### config.mk
export PLATFORM = sky130hd
export DESIGN_NAME = logic_unit_arbiter
export DESIGN_NICKNAME = d
export VERILOG_FILES = /design/src/rtl/logic_unit_arbiter.sv
export SDC_FILE = /design/constraint.sdc
export NUM_CORES = 1
export LEC_CHECK = 0
export CAP_MARGIN = 30
export CORE_ASPECT_RATIO = 0.6
export CORE_MARGIN = 2
export CORE_UTILIZATION = 50
export DETAILED_ROUTE_END_ITERATION = 8
export GPL_TIMING_DRIVEN = 0
export HOLD_SLACK_MARGIN = 0.15
export PLACE_DENSITY = 0.95
export SLEW_MARGIN = 20
export SYNTH_ARGS = -nofsm -noshare
export SYNTH_HDL_FRONTEND = slang
export SYNTH_SLANG_ARGS = --single-unit
### constraint.sdc
create_clock -name CLK -period 7.7 [get_ports CLK]
set_clock_uncertainty 0.2 [all_clocks]
set_input_delay 0.77 -clock CLK [delete_from_list [all_inputs] [get_ports CLK]]
set_output_delay 0.77 -clock CLK [all_outputs]
set_load 0.005 [all_outputs]
### src/rtl/logic_unit_arbiter.sv
// Round-robin arbiter sharing one 32-bit bitwise logic unit between two requesters.
// A granted request runs IDLE -> EXEC -> DONE; DONE pulses ACK/VALID for one cycle.
module logic_unit_arbiter #(
    parameter int unsigned RR_INIT   = 0,
    parameter int unsigned CNT_WIDTH = 16
) (
    input  logic                 CLK,
    input  logic                 RST,
    input  logic                 REQ0,
    input  logic [1:0]           OP0,
    input  logic [31:0]          A0,
    input  logic [31:0]          B0,
    input  logic                 REQ1,
    input  logic [1:0]           OP1,
    input  logic [31:0]          A1,
    input  logic [31:0]          B1,
    output logic                 ACK0,
    output logic                 ACK1,
    output logic [31:0]          Y,
    output logic                 VALID,
    output logic [1:0]           GNT,
    output logic                 BUSY,
    output logic [CNT_WIDTH-1:0] OPS
);

    typedef enum logic [1:0] {
        IDLE = 2'd0,
        EXEC = 2'd1,
        DONE = 2'd2
    } state_t;

    localparam logic PTR_INIT = (RR_INIT != 0);

    state_t               state_q, state_d;
    logic                 ptr_q, ptr_d;
    logic [1:0]           gnt_q, gnt_d;
    logic [1:0]           op_q, op_d;
    logic [31:0]          a_q, a_d;
    logic [31:0]          b_q, b_d;
    logic [31:0]          y_q, y_d;
    logic [CNT_WIDTH-1:0] ops_q, ops_d;
    logic                 sel;

    function automatic logic [31:0] logic_op(input logic [1:0] op,
                                             input logic [31:0] a,
                                             input logic [31:0] b);
        case (op)
            2'b00:   return a & b;
            2'b01:   return a | b;
            2'b10:   return ~(a | b);
            default: return ~a;
        endcase
    endfunction

    always_ff @(posedge CLK or posedge RST) begin
        if (RST) begin
            state_q <= IDLE;
            ptr_q   <= PTR_INIT;
            gnt_q   <= 2'b00;
            op_q    <= 2'b00;
            a_q     <= 32'd0;
            b_q     <= 32'd0;
            y_q     <= 32'd0;
            ops_q   <= '0;
        end else begin
            state_q <= state_d;
            ptr_q   <= ptr_d;
            gnt_q   <= gnt_d;
            op_q    <= op_d;
            a_q     <= a_d;
            b_q     <= b_d;
            y_q     <= y_d;
            ops_q   <= ops_d;
        end
    end

    always_comb begin
        state_d = state_q;
        ptr_d   = ptr_q;
        gnt_d   = gnt_q;
        op_d    = op_q;
        a_d     = a_q;
        b_d     = b_q;
        y_d     = y_q;
        ops_d   = ops_q;
        sel     = 1'b0;
        case (state_q)
            IDLE: begin
                if (REQ0 || REQ1) begin
                    // On a tie the pointer decides; either way priority passes to the loser.
                    sel     = (REQ0 && REQ1) ? ptr_q : REQ1;
                    ptr_d   = ~sel;
                    gnt_d   = sel ? 2'b10 : 2'b01;
                    op_d    = sel ? OP1 : OP0;
                    a_d     = sel ? A1  : A0;
                    b_d     = sel ? B1  : B0;
                    state_d = EXEC;
                end
            end
            EXEC: begin
                y_d     = logic_op(op_q, a_q, b_q);
                ops_d   = ops_q + 1'b1;
                state_d = DONE;
            end
            DONE: begin
                gnt_d   = 2'b00;
                state_d = IDLE;
            end
            default: begin
                gnt_d   = 2'b00;
                state_d = IDLE;
            end
        endcase
    end

    assign ACK0  = (state_q == DONE) && gnt_q[0];
    assign ACK1  = (state_q == DONE) && gnt_q[1];
    assign VALID = (state_q == DONE);
    assign BUSY  = (state_q != IDLE);
    assign GNT   = gnt_q;
    assign Y     = y_q;
    assign OPS   = ops_q;

endmodule

==> impl_results.md <==
- CTS tree: done
- Crit path launch type: flop
- Die area: 12400 µm²
- Largest net degree at the start of global routing: 68
- Setup repair bufs after CTS: 0
- Post-synthesis sequential area ratio: 51.9%
- Fillcell total: 774
- Die X-Extent: 142 µm
- Post-synthesis cell area: 5740 µm²
- Hold buffers post-CTS: 0
- First-pass GRT wire length: 29600 µm
- Synth warn: 0
- Peak supply drop: 0.241 mV
- Multi-input combinational cell area: 2520 µm²
- Seq pwr share: 32.7%
- GR Util met1: 41.5%
- CTS HTree Levels: 4
- Wire per inst: 20.6 µm
- Synth-to-Final Area Change: 47.0%
- CP delay by family, top: buffers and inverters
- Area contributors post-synth: dfrtp_1 (52%), a22o_1 (10%), a21o_1 (8.8%), o21ai_0 (7.6%), mux2_2 (5.7%)
- Routed Antenna Nets: 0
- Num CTS Buffers: 17
- Resized Gates After CTS: 0
- Initial Util: 51.0%
- PortBufs: 189
- Placed Area: 7840 µm²
- Antenna violations before repair: 0
- Global Route met3 Usage: 6.27%
- CP arrival: 1820 ps
- Async set-reset flop share out of synthesis: 100%
- Worst slew pin tran: 595 ps
- Via Count: 5453
- Mean Syn Cell Area: 10.4 µm²
- Synth top cells by count: dfrtp_1 (119), o21ai_0 (87), a21o_1 (67)
- Number of global-route vias before repair: 5832
- Layout Utilization: 74.9%
- Clock Path Buffers: 2
- Seq. cell area: 2980 µm²
- Cells after synthesis: 552
- Comb pwr share: 44.8%
- Via density: 5.94
- CTS sink count: 119
- Max Cap Viol: 0
- CP required: 6730 ps
- Number of flops mapped to enable cells by yosys: 0
- PwrDens: 420 nW/µm²
- Global placement routability congestion: 0.908
- Worst-path cell with the longest stage delay: clkdlybuf4s50_1
- Synth unique cells: 33
- RR Startpoint: state_q[1]$_DFFE_PP0P_
- Post-synth top area cell: dfrtp_1
- GR peak layer: met2
- Most common cell in the netlist: dfrtp_1
- Critical Path Max Stage Delay: 500 ps
- Dpl hpwl: 13600 µm
- Worst hold path class: flop to flop
- Lkg Pwr: 0.00398 µW
- Crit-path max FO: 7
- Max-slew violation count: 0
- Prevailing post-synth register cell: dfrtp_1
- RSZ-0062 raised after global routing: false
- Final hold violation count: 0
- # DRC: 0
- Std-Cell Rows: 30
- Clock share of power: 22.5%
- Syn_nets: 689
- CP Depth: 3
- Layout cells sized above 1: 10.5%
- Final nets: 898
- Root Buffer: clkbuf_16
- Total grt overflow: 0
- Worst skew pair latency: 410 ps
- Die Y: 87.0 µm
- CP endpoint kind: output port
- Iteration count of the initial detailed-routing pass: 5
- Flops & latches, synth: 119
- Critical path endpoint: ACK0
- N_diodes: 0
- Crit path time final: 2790 ps
- Total track usage: 31.5%
- # setup viols final: 0
- Core Box Area: 11300 µm²
- Final Cell Area: 8440 µm²
- CP Buf/Inv Count: 1
- Top cell type's share of synthesized area: 51.9%
- R2R Setup Slk: 5570 ps
- Sw Pwr: 1310 µW
- WL final: 18900 µm
- FMAX: 359 MHz
- FF-to-FF path depth: 6
- Tcrit/Tclk final: 36.2%
- Cell Chain, Critical Path: nor2b_1 > and2_1 > clkdlybuf4s50_1
- Clk slew on worst S/H paths: 60 ps
- Switch share: 37.0%
- Starting DRT DRC Count: 329
- Top Ports: 190
- TNS Setup: 0 ps
- Critical Path Start: state_q[1]$_DFFE_PP0P_
- Slew margin rel.: 60.3%
- Status: finished, final reports clean
- Kind of critical path: flop to output port
- Pint: 2240 µW
- Reg2reg end: b_q[8]$_DFFE_PP0P_
- Met2 Usage GRT: 51.1%
## stage by stage
step / setup slack, ps / power, µW / hold WS (ps) / instances
4_1_cts: 4940 / 3530 / 284 / 918
6_report: 4910 / 3550 / 282 / 918
3_3_place_gp: 1980 / 2600 / 261 / 885
5_1_grt: 4830 / 3760 / 311 / 918
3_5_place_dp: 4910 / 2710 / 272 / 886
2_1_floorplan: 3570 / 2060 / 267 / 552
## metal layers
layer | part of all wire [%] | wire length (µm)
met5 | 0 | 0
met4 | 2.8 | 539
met3 | 8.1 | 1540
met2 | 47 | 8890
met1 | 42 | 7950
## worst min path at each step
stage / slack (ps) / from / to / cells past startpoint
after floorplan: 270 / ptr_q$_DFFE_PP0P_ / ptr_q$_DFFE_PP0P_ / 1
after global placement: 260 / OPS[15]$_DFFE_PP0N_ / OPS[15]$_DFFE_PP0N_ / 1
after detailed placement: 270 / Y[29]$_DFFE_PP0N_ / Y[29]$_DFFE_PP0N_ / 2
after CTS: 280 / Y[29]$_DFFE_PP0N_ / Y[29]$_DFFE_PP0N_ / 2
after global routing: 310 / Y[23]$_DFFE_PP0N_ / Y[23]$_DFFE_PP0N_ / 2
final: 280 / Y[29]$_DFFE_PP0N_ / Y[29]$_DFFE_PP0N_ / 2
## registers in the layout (all words and copies together) (netlist names)
register / count
state_q: 2
b_q: 32
OPS: 16
GNT: 2
a_q: 32
op_q: 2
ptr_q: 1
Y: 32
## area by class of cell
| cell class | instances | area share, % |
|---|---|---|
| buffer | 43 | 2.46 |
| clock buffer | 21 | 5.58 |
| clock inverter | 11 | 1.47 |
| inverter | 8 | 0.415 |
| multi-input combinational | 382 | 29.9 |
| sequential | 119 | 35.3 |
| tap | 144 | 2.14 |
| timing repair buffer | 190 | 22.7 |
## worst min-delay path, stage by stage (launching register included)
cell and delay [ps]:
dfrtp_1 340, nand2_1 50, o21ai_0 60
## power by group through the flow
stage          Combinational, µW  Sequential [µW]  Clock [µW]
2_1_floorplan                973             1090           0
3_3_place_gp                1470             1130           0
3_5_place_dp                1560             1150           0
4_1_cts                     1580             1150         798
5_1_grt                     1740             1190         831
6_report                    1590             1160         798
## kinds of logic after synthesis
family / after synthesis / synth area share [%]
AOI/OAI and AO/OA: 235 / 28.1
DFF: 119 / 51.9
adders and majority gates: 1 / 0.218
buffers and inverters: 51 / 4.14
xor gates and xnor gates: 15 / 2.29
and+or+nand+nor: 102 / 7.70
muxes: 29 / 5.69
## cells in the final DEF, fill, tap and decap left out, types with 2 or more instances in the layout
cell,Yosys,routed
and2_1,2,2
a21o_1,67,67
clkinv_2,0,3
dfrtp_1,119,119
buf_6,4,4
buf_2,12,12
nor2_1,39,39
a21oi_1,4,4
nand2b_1,3,3
nor3_1,2,2
a211oi_1,2,2
xnor2_1,10,10
and3_1,2,2
xor2_1,5,5
nand4_1,5,5
o21ai_0,87,87
clkinv_4,0,3
bufinv_16,0,2
o21ai_1,6,6
buf_1,2,2
inv_1,8,7
clkinvlp_4,0,3
a22o_1,66,66
clkbuf_1,24,25
a221o_1,2,2
clkbuf_16,0,17
clkbuf_8,0,3
clkdlybuf4s50_1,0,189
mux2_2,29,29
nand3_1,4,4
nand2_1,39,39
Note: power is estimated with default switching activity, not from simulation.
